<file path="src/rtl/avmm_mux_pkg.sv">
// Shared types and constants for the 1-to-N Avalon-MM mux.
package avmm_mux_pkg;

    typedef enum logic [2:0] {
        ST_IDLE,
        ST_FWD,
        ST_ACK,
        ST_RDV,
        ST_ERR
    } state_t;

    localparam logic [31:0] ERR_DATA_DEF = 32'hDEAD_BEEF;
    localparam int unsigned CNT_W        = 16;
    localparam int unsigned ERR_CNT_W    = 8;

    function automatic int unsigned sel_width(input int unsigned n);
        return (n <= 2) ? 1 : $clog2(n);
    endfunction

endpackage

</file>
<file path="src/rtl/avmm_mux_timer.sv">
// Transaction watchdog: counts enabled cycles, flags the TIMEOUT-th one.
module avmm_mux_timer
    import avmm_mux_pkg::*;
#(
    parameter int unsigned TIMEOUT = 255
) (
    input  logic clk,
    input  logic reset_n,
    input  logic i_clr,
    input  logic i_en,
    output logic o_expired_c
);

    logic [CNT_W-1:0] r_cnt;

    always_ff @(posedge clk or negedge reset_n) begin
        if (!reset_n) begin
            r_cnt <= '0;
        end else if (i_clr) begin
            r_cnt <= '0;
        end else if (i_en) begin
            r_cnt <= r_cnt + CNT_W'(1);
        end
    end

    // Fires on the cycle that completes TIMEOUT enabled cycles
    assign o_expired_c = i_en && (r_cnt == CNT_W'(TIMEOUT - 1));

endmodule

</file>
<file path="src/rtl/avmm_mux_1ton.sv">
// One Avalon-MM host fanned out to N_AGENTS agents by address window; a single outstanding
// transaction with timeout abort, decode-error response and a saturating error counter.
module avmm_mux_1ton
    import avmm_mux_pkg::*;
#(
    parameter int unsigned       N_AGENTS = 4,
    parameter int unsigned       ADDR_W   = 16,
    parameter int unsigned       DATA_W   = 32,
    parameter int unsigned       SEL_LSB  = 12,
    parameter int unsigned       TIMEOUT  = 255,
    parameter logic [DATA_W-1:0] ERR_DATA = DATA_W'(ERR_DATA_DEF)
) (
    input  logic                       clk,
    input  logic                       reset_n,
    input  logic [ADDR_W-1:0]          h_address,
    input  logic                       h_read,
    input  logic                       h_write,
    input  logic [DATA_W-1:0]          h_writedata,
    input  logic [DATA_W/8-1:0]        h_byteenable,
    output logic                       h_waitrequest,
    output logic [DATA_W-1:0]          h_readdata,
    output logic                       h_readdatavalid,
    output logic [N_AGENTS*ADDR_W-1:0] a_address,
    output logic [N_AGENTS-1:0]        a_read,
    output logic [N_AGENTS-1:0]        a_write,
    output logic [DATA_W-1:0]          a_writedata,
    output logic [DATA_W/8-1:0]        a_byteenable,
    input  logic [N_AGENTS-1:0]        a_waitrequest,
    input  logic [N_AGENTS*DATA_W-1:0] a_readdata,
    input  logic [N_AGENTS-1:0]        a_readdatavalid,
    output logic                       timeout_err,
    output logic [ERR_CNT_W-1:0]       err_cnt
);

    localparam int unsigned BE_W  = DATA_W / 8;
    localparam int unsigned SEL_W = sel_width(N_AGENTS);
    localparam int unsigned WIN_W = ADDR_W - SEL_LSB;

    state_t                r_state, w_state_nxt;
    logic [ADDR_W-1:0]     r_addr;
    logic [DATA_W-1:0]     r_wdata;
    logic [BE_W-1:0]       r_be;
    logic                  r_write;
    logic [SEL_W-1:0]      r_sel;
    logic [N_AGENTS-1:0]   r_a_read, r_a_write, w_a_read_nxt, w_a_write_nxt;
    logic                  r_h_wait, w_h_wait_nxt;
    logic                  r_h_rdv, w_h_rdv_nxt;
    logic [DATA_W-1:0]     r_h_rdata, w_h_rdata_nxt;
    logic                  r_tmo, w_tmo_nxt;
    logic [ERR_CNT_W-1:0]  r_err_cnt;
    logic                  w_err_inc, w_latch;
    logic [WIN_W-1:0]      w_win;
    logic [SEL_W-1:0]      w_sel;
    logic                  w_hit;
    logic [N_AGENTS-1:0]   w_sel_oh, w_r_sel_oh;
    logic [DATA_W-1:0]     w_rdata [N_AGENTS];
    logic                  w_run, w_expired;

    // The whole window above SEL_LSB is decoded, so addresses past the last agent fault
    assign w_win      = h_address[ADDR_W-1:SEL_LSB];
    assign w_sel      = w_win[SEL_W-1:0];
    assign w_hit      = ({1'b0, w_win} < (WIN_W+1)'(N_AGENTS));
    assign w_sel_oh   = N_AGENTS'(1) << w_sel;
    assign w_r_sel_oh = N_AGENTS'(1) << r_sel;
    assign w_run      = (r_state == ST_FWD) || (r_state == ST_RDV);

    genvar g;
    for (g = 0; g < N_AGENTS; g++) begin : g_rdata
        assign w_rdata[g] = a_readdata[g*DATA_W +: DATA_W];
    end

    avmm_mux_timer #(
        .TIMEOUT     (TIMEOUT)
    ) u_timer (
        .clk         (clk),
        .reset_n     (reset_n),
        .i_clr       (!w_run),
        .i_en        (w_run),
        .o_expired_c (w_expired)
    );

    always_ff @(posedge clk or negedge reset_n) begin
        if (!reset_n) begin
            r_state <= ST_IDLE;
        end else begin
            r_state <= w_state_nxt;
        end
    end

    always_comb begin
        w_state_nxt   = r_state;
        w_a_read_nxt  = '0;
        w_a_write_nxt = '0;
        w_h_wait_nxt  = 1'b1;
        w_h_rdv_nxt   = 1'b0;
        w_h_rdata_nxt = r_h_rdata;
        w_tmo_nxt     = 1'b0;
        w_err_inc     = 1'b0;
        w_latch       = 1'b0;
        unique case (r_state)
            ST_IDLE: begin
                if (h_read || h_write) begin
                    w_latch = 1'b1;
                    if (w_hit) begin
                        w_state_nxt = ST_FWD;
                        if (h_write) w_a_write_nxt = w_sel_oh;
                        else         w_a_read_nxt  = w_sel_oh;
                    end else begin
                        w_state_nxt  = ST_ERR;
                        w_h_wait_nxt = 1'b0;
                        w_err_inc    = 1'b1;
                    end
                end
            end
            ST_FWD: begin
                if (!a_waitrequest[r_sel]) begin
                    w_state_nxt  = ST_ACK;
                    w_h_wait_nxt = 1'b0;
                end else if (w_expired) begin
                    w_state_nxt  = ST_ERR;
                    w_h_wait_nxt = 1'b0;
                    w_tmo_nxt    = 1'b1;
                    w_err_inc    = 1'b1;
                end else if (r_write) begin
                    w_a_write_nxt = w_r_sel_oh;
                end else begin
                    w_a_read_nxt = w_r_sel_oh;
                end
            end
            ST_ACK: begin
                w_state_nxt = r_write ? ST_IDLE : ST_RDV;
            end
            ST_RDV: begin
                if (a_readdatavalid[r_sel]) begin
                    w_state_nxt   = ST_IDLE;
                    w_h_rdv_nxt   = 1'b1;
                    w_h_rdata_nxt = w_rdata[r_sel];
                end else if (w_expired) begin
                    w_state_nxt   = ST_IDLE;
                    w_h_rdv_nxt   = 1'b1;
                    w_h_rdata_nxt = ERR_DATA;
                    w_tmo_nxt     = 1'b1;
                    w_err_inc     = 1'b1;
                end
            end
            ST_ERR: begin
                w_state_nxt = ST_IDLE;
                if (!r_write) begin
                    w_h_rdv_nxt   = 1'b1;
                    w_h_rdata_nxt = ERR_DATA;
                end
            end
            default: w_state_nxt = ST_IDLE;
        endcase
    end

    // Request capture; write takes priority when both strobes are high
    always_ff @(posedge clk or negedge reset_n) begin
        if (!reset_n) begin
            r_addr  <= '0;
            r_wdata <= '0;
            r_be    <= '0;
            r_write <= 1'b0;
            r_sel   <= '0;
        end else if (w_latch) begin
            r_addr  <= h_address;
            r_wdata <= h_writedata;
            r_be    <= h_byteenable;
            r_write <= h_write;
            r_sel   <= w_sel;
        end
    end

    always_ff @(posedge clk or negedge reset_n) begin
        if (!reset_n) begin
            r_a_read  <= '0;
            r_a_write <= '0;
            r_h_wait  <= 1'b1;
            r_h_rdv   <= 1'b0;
            r_h_rdata <= '0;
            r_tmo     <= 1'b0;
            r_err_cnt <= '0;
        end else begin
            r_a_read  <= w_a_read_nxt;
            r_a_write <= w_a_write_nxt;
            r_h_wait  <= w_h_wait_nxt;
            r_h_rdv   <= w_h_rdv_nxt;
            r_h_rdata <= w_h_rdata_nxt;
            r_tmo     <= w_tmo_nxt;
            if (w_err_inc && (r_err_cnt != '1)) begin
                r_err_cnt <= r_err_cnt + ERR_CNT_W'(1);
            end
        end
    end

    assign h_waitrequest   = r_h_wait;
    assign h_readdata      = r_h_rdata;
    assign h_readdatavalid = r_h_rdv;
    assign a_address       = {N_AGENTS{r_addr}};
    assign a_read          = r_a_read;
    assign a_write         = r_a_write;
    assign a_writedata     = r_wdata;
    assign a_byteenable    = r_be;
    assign timeout_err     = r_tmo;
    assign err_cnt         = r_err_cnt;

endmodule

</file>
<file path="config.mk">
export PLATFORM = sky130hd
export DESIGN_NAME = avmm_mux_1ton
export DESIGN_NICKNAME = d
export VERILOG_FILES = /design/src/rtl/avmm_mux_pkg.sv /design/src/rtl/avmm_mux_timer.sv /design/src/rtl/avmm_mux_1ton.sv
export SDC_FILE = /design/constraint.sdc
export NUM_CORES = 1
export LEC_CHECK = 0
export ABC_AREA = 1
export CORE_MARGIN = 5
export CORE_UTILIZATION = 40
export CTS_BUF_LIST = sky130_fd_sc_hd__clkbuf_2 sky130_fd_sc_hd__clkbuf_4 sky130_fd_sc_hd__clkbuf_8
export DETAILED_ROUTE_END_ITERATION = 10
export PLACE_DENSITY_LB_ADDON = 0.12
export SYNTH_ARGS = -nofsm -noshare
export SYNTH_HDL_FRONTEND = slang
export SYNTH_HIERARCHICAL = 1
export SYNTH_SLANG_ARGS = --single-unit
</file>
<file path="constraint.sdc">
create_clock -name clk -period 3.3 [get_ports clk]
set_clock_uncertainty 0.2 [all_clocks]
set_input_delay 0.66 -clock clk [delete_from_list [all_inputs] [get_ports clk]]
set_output_delay 0.66 -clock clk [all_outputs]
set_load 0.005 [all_outputs]
</file>
**Word-level counts from Yosys, hierarchy flattened**

Cells that the tools add are included.
W data, S select, Z words.

- Reductions and logical operators: 8
- $lt $le $gt $ge: 3
- Add/subtract/negate cells: 2
- Shifts and indexed selects: 2
- Equality and inequality tests: 10
- Multiplexer cells: 51
- Bitwise logic cells: 1

Operators by type and width:

| cell | count |
|---|---|
| $mux W32 | 5 |
| $bmux W32 S2 | 1 |
| $pmux W32 S2 | 1 |
| $mux W4 | 12 |
| $mux W3 | 6 |
| $add A16 B1 Y16 const B | 1 |
| $eq A16 B8 Y1 const B | 1 |
| $mux W16 | 1 |
| $pmux W4 S2 | 2 |
| $mux W1 | 15 |
| $pmux W3 S4 | 1 |
| $add A8 B1 Y8 const B | 1 |
| $ne A8 B8 Y1 const B | 1 |
| $shl A1 B2 Y4 const A | 2 |
| $eq A3 B2 Y1 const B | 2 |
| $pmux W1 S2 | 3 |
| $reduce_and A3 Y1 | 2 |
| $bmux W1 S2 | 2 |
| $lt A4 B3 Y1 const B | 1 |
| $ne A2 B2 Y1 const B | 2 |
| $eq A3 B1 Y1 const B | 1 |
| $eq A3 B3 Y1 const B | 1 |
| $ge A3 B3 Y1 const B | 1 |
| $logic_not A3 Y1 | 1 |
| 9 further kinds | 11 |

- Input port bits: 192
- Bits in registers: 125

**Logic depth before layout (Yosys ltp)**

Gate-level depths: netlist of the first run.

- Word-level depth: 7
- Mapped depth: 14
- Depth with buffers taken out: 13

**By module**

The synthesis of the first run kept the hierarchy.

By module, submodules not included:

| module | area an instance (um^2) | times used | sequential area each (um^2) | cells each |
|---|---|---|---|---|
| avmm_mux_1ton | 5,731.7 | 1 | 2,678.8 | 651 |
| avmm_mux_timer | 938.4 | 1 | 400.4 | 127 |

**Worst setup path after synthesis of the first run**

No wires, ideal clock.

- Path kind: register to register
- From: register r_state[1]
- To: register r_h_rdata[24] (netlist: h_readdata[24])
- Required time: 2.973 ns
- Clock period less this slack: 2.230 ns
- Buffers on the path: 2
- Arrival time: 1.903 ns
- Slack: 1.070 ns
- Cell stages (with the launch flop): 15
- Path through: dfrtp_1 -> nor2_2 -> nand2_1 -> nand2_1 -> inv_1 -> nor4_1 -> nand2_1 -> nor2_1 -> inv_1 -> nand3_2 -> nand2_1 -> buf_6 -> buf_6 -> nand2_1 -> o21ai_0

- Cells in the longest elaborated chain, start to end: 5
- Elaborated cells on any way between the ends: 10
- Classes of those cells: eq/ne (5); mux (1); reduce/logical (4)

Ends and longest elaborated chain:

| element | line | RTL |
|---|---|---|
| start, declared | avmm_mux_1ton.sv:39 | `state_t r_state, w_state_nxt;` |
| start signal, assigned | avmm_mux_1ton.sv:86 | `r_state <= w_state_nxt;` |
| $eq A3 B1 Y1 or $eq A3 B2 Y1 (tied branches) | avmm_mux_1ton.sv:65 | `assign w_run = (r_state == ST_FWD) \|\| (r_state == ST_RDV);` |
| $logic_or A1 B1 Y1 (*) | avmm_mux_1ton.sv:65 |  |
| named net w_run | avmm_mux_1ton.sv:57 | `logic w_run, w_expired;` |
| $logic_and A1 B1 Y1 (*) | avmm_mux_timer.sv:27 | `assign o_expired_c = i_en && (r_cnt == CNT_W'(TIMEOUT - 1));` |
| named net w_expired | avmm_mux_1ton.sv:57 |  |
| $ne A3 B1 Y1 (no source line) (*) | n/a |  |
| $reduce_and A3 Y1 (no source line) (*) | n/a |  |
| end signal, assigned | avmm_mux_1ton.sv:188 | `r_h_rdata <= w_h_rdata_nxt;` |
| end, declared | avmm_mux_1ton.sv:48 | `logic [DATA_W-1:0] r_h_rdata, w_h_rdata_nxt;` |

The timed path passes the listed nets; every way through them passes the cells marked *.
A chain may end at the register's enable or synchronous reset.

**Worst setup path after layout of the first run**

- From: register r_state[1]
- To: register r_h_rdata[1] (netlist: h_readdata[1])

Same word-level chain as after synthesis.

==> results of run 1 <==
-- worst max path at each step --
stage	from	slack (ps)	endpoint	cells after the start
2_1_floorplan	r_state[1]	1070	h_readdata[24]	14
3_3_place_gp	a_readdatavalid[3]	640	h_readdata[9]	10
3_5_place_dp	a_readdatavalid[3]	580	h_readdata[1]	10
4_1_cts	r_state[1]	560	h_readdata[25]	14
5_1_grt	r_state[1]	170	h_readdata[25]	14
6_report	r_state[1]	520	h_readdata[1]	14
-- metrics by stage --
stage,std cells,instance area [um^2]
4_1_cts,1304,10300
3_3_place_gp,1272,9900
6_report,1304,10300
3_5_place_dp,1272,9900
2_1_floorplan,778,6670
5_1_grt,1304,10300
-- per-layer routing --
layer	vias to the layer above	global-route usage (%)	part of all wire, %
met5	-	0	0
met4	0	6.28	1.8
met3	22	7.17	8.7
met2	269	38.8	50
met1	2899	25.0	39
li1	3111	-	-
-- cells by family (layout without fill, tap and decap cells) --
family                   count (synthesis)  count (layout)  share of synthesized area (%)
multiplexers                            50              50                           8.44
flip-flops                             123             123                           46.2
AO/OA/AOI/OAI                           70              70                           6.28
buffers and inverters                  140             446                           12.1
AND/OR/NAND/NOR                        386             386                           25.6
XOR/XNOR                                 6               6                          0.788
adder cells (fa/ha/maj)                  3               3                          0.563
-- cell usage after synthesis --
cell	count	area share, %
nor2_1	52	2.9
o21ai_2	1	0.13
ha_1	3	0.56
nand3_1	66	5.0
xnor2_1	1	0.13
nand2_1	216	12
a31oi_1	15	1.4
nor2_2	4	0.38
nor3b_1	1	0.11
nor4_1	1	0.094
nor3_1	8	0.60
o211ai_1	1	0.11
o31ai_1	4	0.45
nor2_4	6	1.0
nand2_4	1	0.17
buf_2	8	0.60
a22oi_1	8	0.90
dfstp_2	1	0.39
o221ai_1	1	0.13
o22ai_1	8	0.75
mux2_2	50	8.4
inv_1	54	3.0
buf_1	1	0.056
xor2_1	5	0.66
and3b_1	1	0.13
nand3_2	5	0.75
buf_4	55	6.2
buf_6	9	1.5
nand2_2	1	0.094
clkbuf_1	10	0.56
inv_2	3	0.17
nand4_1	24	2.3
a21oi_1	7	0.53
o21ai_1	13	0.98
dfrtp_1	122	46
o21ai_0	12	0.90
-- state kept, by name, summed over array words and instances (netlist names) --
name and count:
a_writedata 32, h_readdata 32, r_addr 16, u_timer/r_cnt 16, err_cnt 8, a_byteenable 4, a_read 4, a_write 4
r_state 3, h_readdatavalid 1, h_waitrequest 1, r_write 1, timeout_err 1
-- area by class of cell --
| type | instances | area (um^2) | share of cell area (%) |
|---|---|---|---|
| timing repair buffer | 357 | 3550 | 34.3 |
| sequential | 123 | 3080 | 29.8 |
| multi-input combinational | 515 | 2790 | 27.0 |
| clock buffer | 22 | 284 | 2.75 |
| tap | 220 | 275 | 2.67 |
| inverter | 57 | 214 | 2.07 |
| clock inverter | 10 | 140 | 1.36 |
-- critical path: cells and delay by family (launching register included) --
| kind | cells | cell delay (ps) |
|---|---|---|
| flops | 1 | 420 |
| buf+inv | 4 | 670 |
| compound gates | 1 | 120 |
| simple gates | 9 | 1270 |
-- power by group --
| part | leakage (nW) | internal [mW] | switching, mW |
|---|---|---|---|
| clock network | 0.210 | 0.813 | 0.609 |
| logic | 2.77 | 2.49 | 2.03 |
| registers | 1.53 | 2.09 | 0.423 |
| total | 4.51 | 5.39 | 3.06 |
==> out/results.tsv, run 1 <==
stage	metric	value	unit
setup_path	reg2reg_from	r_state[1]	
setup_path	r2r_end	h_readdata[1]	
clock_tree	root_buffer	clkbuf_8	
setup_path	reg2reg_slack	520	ps
placed_design	dpl_worst_slack	584	ps
final_layout	mostFrequentLayoutCells	clkdlybuf4s50_1 (341), nand2_1 (215), dfrtp_1 (121)	
clock_tree	clock-sinks	123	
route	vias_per_cell	4.83	
power	p_total	8.45	mW
timing	max_slew_margin	52.4	%
floorplan	core	16500	um^2
route	finalWirelength	21700	um
setup_path	cp.required	3460	ps
yosys	synth.avg_cell_area	8.57	um^2
setup_path	crit_top_cell	nand2_1	
yosys	ys_types	36	
setup_path	startpoint_type	flop	
job	cap_violations	0	
timing	fin_crit	2780	ps
final_layout	syn2layout_area_growth	54.8	%
global_routing	grt_max_degree	50	
yosys	syn_area	6670	um^2
route	first_pass_iters	5	
setup_path	r2r_cells	14	
clock_tree	cts.htree.levels	4	
placed_design	port_buffers	342	
clock_tree	cts_resized	0	
timing	holdWs	46.7	ps
clock_tree	cts_tree	built	
timing	rsz0062_at_grt	false	
timing	report.final.slew_viol_count	0	
setup_path	endpoint_kind	flop	
global_routing	grt_pass1_vias	6287	
power	power_density	818	nW/um^2
route	drc	0	
final_layout	final.fill_count	1444	
route	wire_per_inst	16.6	um
final_layout	diodes	0	
placed_design	dp_hpwl	17000	um
clock_tree	clkTransAtPathRegs	80	ps
setup_path	crit_chain	nor2_2, nand2_1, nand2_1, inv_1, nor4_1, nand2_1, nor2_1, inv_1, nand3_2, nand2_1, buf_4, inv_2, o31ai_1, nand2_1	
setup_path	critPathArrivalTime	2940	ps
global_routing	overflow	0	
floorplan	die_x	139	um
route	ant_nets	0	
global_routing	grtUsageTotal	21.8	%
timing	period_share	84.2	%
clock_tree	cts_buffers	17	
yosys	synth_cells	778	
floorplan	num_rows	47	
timing	final.setup.tns	0	ps
timing	clock.fmax	0.360	GHz
power	static-leakage-power	4.51	nW
timing	fin_ws	521	ps
global_routing	grt_pass1_wl	33500	um
timing	setup_viol	0	
min_path	hold_path.class	primary input to async pin	
setup_path	crit_type	flop to flop	
floorplan	ioPinCount	343	
clock_tree	clk_latency	440	ps
setup_path	critPathSlowestCell	dfrtp_1	
timing	hold_violations	0	
outcome	status	finished, final reports clean	
clock_tree	cts_post_setup_buffers_inserted	0	
final_layout	final_common_cell	clkdlybuf4s50_1	
clock_tree	cts_hold_buffers	0	
final_layout	nets	1266	
route	vias	6301	
route	drt-initial-drc-count	281	
yosys	yosysWarningCount	6	
timing	timing_worst_slew_pin_value	713	ps
floorplan	die_area	19400	um^2
yosys	syn_nets	973	
floorplan	initial_core_util	40.5	%
global_routing	antenna_found_initial	0	
floorplan	die_h	139	um
final_layout	fin_util	62.7	%
final_layout	drive_above_1_share	11.3	%
setup_path	max_stage_delay	420	ps
setup_path	crit_fanout	19	
clock_tree	max-clock-path-buffers	2	
yosys	ys_seq_area_share	46.2	%
placed_design	routabilityCongestion	0.858	
yosys	ys_ff_latch	123	
power	ir_worst_vdd	0.409	mV
No activity file was read; power rests on OpenSTA's default activity.
==> run 2: changes to the inputs <==
CORE_UTILIZATION = 37   (was 40)
clock period = 2.5 ns   (was 3.3 ns; I/O delays follow)
==> run 2 against run 1 <==
Compared with the run above: design area grew 1.6%; die area rose by 7.5%; critical endpoint is now a_address[12]; largest power group unchanged; largest cell class unchanged; global-route usage is 0.058 points higher.
==> out/results.tsv, run 2 (synthesis results as in run 1) <==
stage	metric	value	unit	change
route	vias_per_cell	4.79		-0.77%
route	vias	6334		+0.52%
power	p_sw_share	36.1	%	-0.092 points
power	p_total	11.5	mW	+36%
final_layout	finalNonFillerCells	1321		+1.3%
power	p_switching	4.14	mW	+35%
route	first_pass_iters	5		unchanged
timing	final.setup.tns	0	ps	unchanged
timing	fin_crit	2340	ps	
final_layout	final_common_cell	clkdlybuf4s50_1		
setup_path	cpLargestDelayFamily	buffers and inverters		
power	p_seq_share	29.4	%	-0.3 points
route	drc	0		unchanged
timing	fin_ws	156	ps	-365 ps
placed_design	placed_cell_area	10100	um^2	+1.6%
timing	period_share	93.8	%	
setup_path	critPathBufInv	2		-2
final_layout	syn2layout_area_growth	57.3	%	
min_path	hold_path.class	flop to flop		
final_layout	ff_latch_area	3080	um^2	+0.12%
min_path	min_path_cells	2		
min_path	worstHoldEndpoint	h_readdata[13]		
global_routing	grt_max_degree	42		-16%
timing	timing_worst_slew_pin_value	467	ps	-246 ps
final_layout	multiInputGateArea	2800	um^2	+0.58%
floorplan	num_rows	49		+4.3%
power	static-leakage-power	4.59	nW	+1.7%
timing	report.final.slew_viol_count	0		unchanged
route	wl_met3	2070	um	+9.5%
clock_tree	clk_latency	430	ps	about the same
floorplan	core	17800	um^2	+8.4%
clock_tree	cts.htree.levels	4		unchanged
setup_path	startpoint_type	flop		
placed_design	dp_hpwl	18300	um	+7.1%
setup_path	reg2reg_from	r_state[1]		
setup_path	critPathSlowestCell	clkdlybuf4s50_1		
clock_tree	cts_buffers	17		unchanged
setup_path	crit_fanout	25		+6
route	drt-initial-drc-count	444		+58%
final_layout	final_area	10500	um^2	+1.6%
floorplan	die_area	20800	um^2	+7.5%
power	ir_worst_vdd	0.568	mV	+39%
route	finalWirelength	22900	um	+5.6%
clock_tree	cts_tree	built		
setup_path	crit_type	flop to output port		
global_routing	grt_pass1_vias	6286		-0.016%
power	p_int	7.32	mW	+36%
setup_path	reg2reg_slack	290	ps	-230 ps
setup_path	endpoint_kind	output port		
route	met1Wirelength	8910	um	+5.0%
timing	rsz0062_at_grt	false		
final_layout	mostFrequentLayoutCells	clkdlybuf4s50_1 (341), nand2_1 (215), dfrtp_1 (120)		
floorplan	die_x	144	um	+3.7%
clock_tree	max-clock-path-buffers	2		unchanged
placed_design	dpl_worst_slack	144	ps	-439 ps
route	routed.top_layer	met4		
setup_path	critPathArrivalTime	1640	ps	-1300 ps
clock_tree	clock-sinks	123		unchanged
clock_tree	cts_post_setup_buffers_inserted	0		unchanged
job	cap_violations	0		unchanged
setup_path	r2r_end	err_cnt[4]		
route	wire_per_inst	17.3	um	+4.3%
final_layout	diodes	0		unchanged
timing	clock.fmax	0.427	GHz	
min_path	min_from	h_readdata[13]		
clock_tree	root_buffer	clkbuf_8		
timing	hold_violations	0		unchanged
placed_design	dp.cells	1290		+1.4%
final_layout	nets	1276		+0.79%
route	wl_met2	11500	um	+4.9%
floorplan	initial_core_util	37.4	%	-3.1 points
route	ant_nets	0		unchanged
final_layout	fin_util	58.8	%	-3.9 points
timing	max_slew_margin	68.9	%	+16 points
global_routing	antenna_found_initial	0		unchanged
global_routing	overflow	0		unchanged
power	p_clk_share	15.9	%	-0.9 points
global_routing	grtUsageTotal	21.8	%	+0.058 points
floorplan	ioPinCount	343		unchanged
final_layout	drive_above_1_share	12.2	%	+0.83 points
setup_path	cp.required	1800	ps	-1660 ps
setup_path	max_stage_delay	530	ps	+110 ps
floorplan	die_h	144	um	+3.7%
placed_design	routabilityCongestion	0.872		+1.6%
timing	setup_viol	0		unchanged
power	power_density	1090	nW/um^2	+33%
setup_path	crit_cells	2		-12
setup_path	r2r_cells	13		-1
clock_tree	clkTransAtPathRegs	70	ps	about the same
placed_design	port_buffers	342		unchanged
outcome	status	finished, final reports clean		
global_routing	grt_pass1_wl	34900	um	+4.1%
power	p_comb_share	54.7	%	+1.3 points
final_layout	final.fill_count	1617		+12%
timing	holdWs	281	ps	+234 ps
setup_path	crit_chain	buf_12, clkdlybuf4s50_1		
-- run 2: cell types whose count changed in the layout (fill, tap and decap cells not counted), sizes merged --
cell         delta
buf             +9
clkinvlp        -2
clkinv          +1
dlygate4sd3     +1
inv             -1
-- run 2: worst max path at each step --
stage                  startpoint         endpoint
3_3_place_gp              h_write  a_writedata[20]
2_1_floorplan          r_state[1]   h_readdata[24]
5_1_grt                r_state[1]    h_readdata[9]
6_report               r_addr[12]    a_address[12]
4_1_cts                r_addr[13]    a_address[61]
3_5_place_dp   a_readdatavalid[2]   h_readdata[24]
-- run 2: final cells by class --
| type | instances | area share, % |
|---|---|---|
| well taps | 229 | 2.73 |
| inverters | 57 | 2.04 |
| multi-input cells | 515 | 26.7 |
| clock inverters | 8 | 1.12 |
| clock buffers | 22 | 2.77 |
| flip-flops and latches | 123 | 29.4 |
| repair buffers | 367 | 35.2 |
-- run 2: metal layers --
metal  up-vias  GRT usage (%)
met2       267           37.6
met4         0           6.58
met1      2922           26.4
met5         -              0
met3        27           6.61
li1       3118              -
-- run 2: tightest hold or removal path: cells and delay by family (launching register included) --
kind	cells	cell delay [ps]
and+or+nand+nor	2	100
DFF	1	350
-- run 2: power groups by stage --
| stage | clock network, mW | logic, mW | registers (mW) |
|---|---|---|---|
| after floorplan | 0 | 3.34 | 3.31 |
| after global placement | 0 | 6.29 | 3.36 |
| after detailed placement | 0 | 6.33 | 3.40 |
| after CTS | 1.88 | 6.34 | 3.37 |
| after global routing | 1.97 | 6.86 | 3.47 |
| final | 1.83 | 6.27 | 3.37 |
-- run 2: repair_timing --
| action | CTS | global route |
|---|---|---|
| hold buffers | 1 | 0 |
| resized for setup | 0 | 5 |
| endpoints found under the hold margin | 17 | 0 |
| setup endpoints to repair | 0 | 46 |
==> edit 1 (config.mk and constraints of run 2) <==
Set the parameter `ADDR_W` to 18 (it was 16).
--- a/src/rtl/avmm_mux_1ton.sv
+++ b/src/rtl/avmm_mux_1ton.sv
@@ -5,5 +5,5 @@
 #(
     parameter int unsigned       N_AGENTS = 4,
-    parameter int unsigned       ADDR_W   = 16,
+    parameter int unsigned       ADDR_W   = 18,
     parameter int unsigned       DATA_W   = 32,
     parameter int unsigned       SEL_LSB  = 12,
Interface: changed (resized a_address and h_address); port bits go from 343 to 353. The function was not compared with the original's and may differ.
==> edit 1 against run 2 <==
- total power about the same
- maximum frequency down 3.2%
- cell area up 0.88%
- wire length up 1.5%
- utilization up 0.11 points
- worst hold slack worse by 0.0095 ns
- area after synthesis up 1.4%
- die area up 1.3%
- final cell count up 8.9%
- combinational power up 2%
- sequential share of layout area up 0.18 points
- worst setup slack worse by 0.078 ns
- sequential cell count up 2
- critical path type unchanged
- critical endpoint is now a_address[67]
- largest power group unchanged
- highest routed layer is now met5
==> edit 1: results (changes against run 2) <==
Compound-Gate Fraction of Synth Area=0.06290 (+0.00006473); DRT met1 WL=9.145 mm (+2.7%); via/cell ratio=4.719 (-1.6%); Hold Path Sink=a_writedata[15]$_DFFE_PN0P_; Mapped Cells=895 (+15%); Reg power frac=0.296 (+0.002); sequential area share after synthesis=0.4627 (+0.001080); gr usage total=0.2144 (-0.003940); DR top layer=met5; HP Start=a_writedata[15]$_DFFE_PN0P_; Adder-Cell Fraction of Synth Area=0.005550 (-0.00007705); DP HPWL=18.05 mm (-1.1%); Nets=1395 (+9.3%); final worst-path cycle share=0.9689 (+0.03139); most instantiated cells after synthesis=nand2_1 (359), dfrtp_1 (124), nand3_1 (61); largest cells by area after synthesis=dfrtp_1 (46%), nand2_1 (20%), buf_4 (6.5%); Crit. Startpoint=r_addr[13]$_DFFE_PN0P_; Distinct cells, synth=35 (-2.8%); WL met2=11.60 mm (+1.2%); XOR/XNOR Fraction of Synth Area=0.007771 (-0.0001079); Clk. pwr=1.65 mW (-9.8%); via count=6790 (+7.2%); Placed Area=10210 µm² (+1.5%); status=complete, no violations; maximum vdd drop=0.6644 mV (+17%); final WL=23.26 mm (+1.5%); first-pass GRT wire length=36.67 mm (+5.1%); Static Leak=4.814 nW (+4.9%); dpl cells=1407 (+9.1%); crit-path max FO=12 (-52%); Sw Ratio=0.3892 (+0.02809); Setup crit end=a_address[67]; met3 Use GR=0.08326 (+0.01712); Slew HR=0.6721 (-0.01660); layout cells sized above 1=0.06700 (-0.05480); met3 WL=2.083 mm (+0.73%); met1 usage=0.2490 (-0.01548); Post-Place Setup Slack=0.1925 ns (+0.04800 ns); I/O Buffers=352 (+2.9%); DRT iter0 DRCs=331 (-25%); vias in the first global route=6675 (+6.2%); first-pass detailed-route iteration total=4 (-1); GR Util met2=0.3665 (-0.009329); Worst Path Arrival=1.72 ns (+0.08 ns); initial antenna violation count=2 (+2); post-CTS setup buffer count=0 (unchanged); Hold Slack=0.2714 ns (-0.009522 ns); syn_nets=1092 (+12%); pin count of the biggest net entering global routing=47 (+12%); Async SR Flop Fraction=1.000 (unchanged); RR Startpoint=r_state[0]$_DFFE_PN0P_; Int Pwr=7.004 mW (-4.4%); FF-to-FF path depth=11 (-2); RePlAce Congestion=0.8474 (-2.8%); fraction of synthesized area in multiplexers=0 (-0.08441)
==> edit 1: cell count changes in the layout (fill, tap and decap cells not counted), moves of 5 or more <==
cell | run 2 | this run
o21ai_0 | 12 | 17
nand2_1 | 215 | 359
clkdlybuf4s50_1 | 341 | 351
nand3_1 | 66 | 61
nor2_1 | 50 | 57
mux2_2 | 50 | 0
==> edit 1: worst max-delay path, stage by stage (launching register included) <==
cell	delay, ns
dfrtp_2	0.52
buf_4	0.25
clkdlybuf4s50_1	0.52
==> edit 1: repair_timing <==
action | 4_1_cts | 5_1_grt
setup endpoints to repair | 0 | 7
endpoints found under the hold margin | 43 | 0
hold buffers | 1 | 0
gates resized for setup | 0 | 2
==> edit 1: area by class of cell <==
cell class                 instances  area (µm²)
tap                              229       286.5
antenna                            1       2.502
fill                            1657        7377
inverter                          58       219.0
multi-input combinational        620        2836
timing repair buffer             376        3749
clock inverter                     7       65.06
clock buffer                      23       297.8
sequential                       125        3131
==> edit 2 (settings of run 2) <==
Without the edit above. Register the output `err_cnt` once more, with the module's reset; this adds one clock of latency there. The other outputs are not delayed to match.
--- a/src/rtl/avmm_mux_1ton.sv
+++ b/src/rtl/avmm_mux_1ton.sv
@@ -203,5 +203,11 @@
     assign a_byteenable    = r_be;
     assign timeout_err     = r_tmo;
-    assign err_cnt         = r_err_cnt;
+    always_ff @(posedge clk or negedge reset_n) begin
+        if (!reset_n) begin
+            err_cnt <= '0;
+        end else begin
+            err_cnt <= r_err_cnt;
+        end
+    end
 
 endmodule
Behaviour: not the same (Yosys sat finds a counterexample within 4 cycles, from zero or initial values and one cycle with reset_n low).
==> edit 2 against run 2 <==
- sequential power rose by 3%
- area after synthesis rose by 2.2%
- utilization barely moved
- worst setup slack got worse by 0.047 ns
- sequential cell count rose by 8
- non-clock buffer count fell by 6
- combinational power fell by 4.1%
- total power fell by 2.3%
- maximum frequency fell by 2.0%
- wire length fell by 3.9%
- cell area rose by 0.99%
- die area rose by 2.1%
==> edit 2: results (changes against run 2) <==
status=complete, no violations; Hold Slack=0.2421 ns (-0.03879 ns); gr usage total=0.2051 (-0.01327); CTS Buf Count=17 (unchanged); Clk Latency, worst-skew pair=0.44 ns; via count=6347 (+0.21%); n_diodes=0 (unchanged); final WL=22.02 mm (-3.9%); pin count of the biggest net entering global routing=77 (+83%); first-pass detailed-route iteration total=5 (unchanged); most instantiated cells after synthesis=nand2_1 (214), dfrtp_1 (130), nor2_1 (60); FF-to-FF End=h_readdata[7]$_DFFE_PN0P_; FF-to-FF setup slack=0.30 ns; endpoint type of the worst setup path=output pin; Clock Path Buffers=2 (unchanged); Sw Ratio=0.3592 (-0.001921); Placed Area=10190 µm² (+1.3%); critical path's slowest cell=dfrtp_4; Reg clk slew, reported paths=0.07 ns (about the same); Nets=1278 (+0.16%); Worst Path Arrival=1.69 ns (+0.05 ns); HP Class=reg2reg; fill count=1614 (-0.19%); Slew HR=0.5290 (-0.1597); CP peak stage delay=0.53 ns (about the same); RR Startpoint=r_addr[12]$_DFFE_PN0P_; RePlAce Congestion=0.8248 (-5.4%); DRT iter0 DRCs=273 (-39%); worst hold path depth=0 (-2); FF-to-FF path depth=10 (-3); crit-path max FO=11 (-56%); Async SR Flop Fraction=1.000 (unchanged); Most used DFF post-synth=dfrtp_1; I/O Buffers=342 (unchanged); first-pass GRT wire length=35.20 mm (+0.93%); Distinct cells, synth=36 (unchanged); grt total ovfl=0 (unchanged); H-tree level count=4 (unchanged); sequential area share after synthesis=0.4810 (+0.01937); DP HPWL=17.23 mm (-5.6%); syn_nets=980 (+0.72%); Hold Path Sink=err_cnt[3]$_DFF_PN0_; initial antenna violation count=0 (unchanged); Static Leak=4.646 nW (+1.3%); Syn. warnings=6 (unchanged); maximum vdd drop=0.6183 mV (+8.9%); clk root buf=clkbuf_8; vias in the first global route=6433 (+2.3%); largest cells by area after synthesis=dfrtp_1 (48%), nand2_1 (12%), buf_4 (5.7%); HP Start=r_err_cnt[3]$_DFFE_PN0P_; layout cells sized above 1=0.08958 (-0.03222)
-- edit 2: changes by cell type after synthesis, sizes merged, moves of 2 or more --
cell / delta
nand4: +2
nor2: +7
a31oi: +4
dfrtp: +8
o21ai: -7
buf: -3
clkbuf: +2
inv: +2
nand3: -8
-- edit 2: how the worst max path moves through the flow --
stage                                            end                   start  slack [ns]  cells past startpoint
final                                  a_address[29]  r_addr[13]$_DFFE_PN0P_        0.11                      2
after global routing                   a_address[61]  r_addr[13]$_DFFE_PN0P_       0.006                      2
after CTS                              a_address[29]  r_addr[13]$_DFFE_PN0P_        0.05                      2
after detailed placement   h_readdata[7]$_DFFE_PN0P_      a_readdatavalid[3]        0.11                      9
after global placement    h_readdata[15]$_DFFE_PN0P_      a_readdatavalid[3]        0.15                      9
after floorplan            h_readdata[0]$_DFFE_PN0P_  r_state[2]$_DFFE_PN0P_        0.44                     11
-- edit 2: layer usage --
metal  up-vias  wire length, µm  GRT usage
met5         -                0          0
met4         0              500    0.06063
met3        35             1844    0.07474
met2       218            11480     0.3680
met1      2960             8194     0.2267
li1       3134                -          -
-- edit 2: timing repair --
action	4_1_cts	5_1_grt
hold buffers	1	0
resized for setup	1	1
setup buffers	1	0
setup endpoints to repair	4	3
endpoints found under the hold margin	76	0
-- edit 2: kinds of logic (layout without fill, tap and decap cells) --
group / after synthesis / after routing / share of synthesized area
AO/OA/AOI/OAI: 69 / 69 / 0.06148
flip-flops: 131 / 131 / 0.4810
buffers and inverters: 141 / 450 / 0.1110
AND/OR/NAND/NOR: 387 / 387 / 0.2533
adder cells (fa/ha/maj): 3 / 3 / 0.005506
XOR/XNOR: 4 / 4 / 0.005138
multiplexers: 50 / 50 / 0.08258
-- edit 2: final cells by class --
| class | count | area share |
|---|---|---|
| clock buffer | 26 | 0.03200 |
| clock inverter | 4 | 0.004486 |
| inverter | 59 | 0.02102 |
| multi-input combinational | 513 | 0.2629 |
| sequential | 131 | 0.3098 |
| tap | 229 | 0.02704 |
| timing repair buffer | 361 | 0.3427 |
-- edit 2: through the flow --
step                  util  setup WS, ns  instances
floorplan                -        0.4368        785
global placement    0.5653        0.1463       1291
detailed placement  0.5653        0.1051       1291
CTS                 0.5879       0.04949       1323
global route        0.5879      0.005899       1323
finish              0.5879        0.1088       1323
-- edit 2: power groups by stage --
stage / clock (mW) / combinational [mW] / sequential [mW]
floorplan: 0 / 3.09 / 3.48
global placement: 0 / 6.03 / 3.49
detailed placement: 0 / 6.07 / 3.51
CTS: 1.79 / 6.12 / 3.48
global route: 1.89 / 6.61 / 3.58
finish: 1.73 / 6.01 / 3.46
-- edit 2: critical path: cells and delay by family, from the launching register on --
kind                   cells  cell delay [ns]
buffers and inverters      2             0.73
flip-flops                 1             0.53
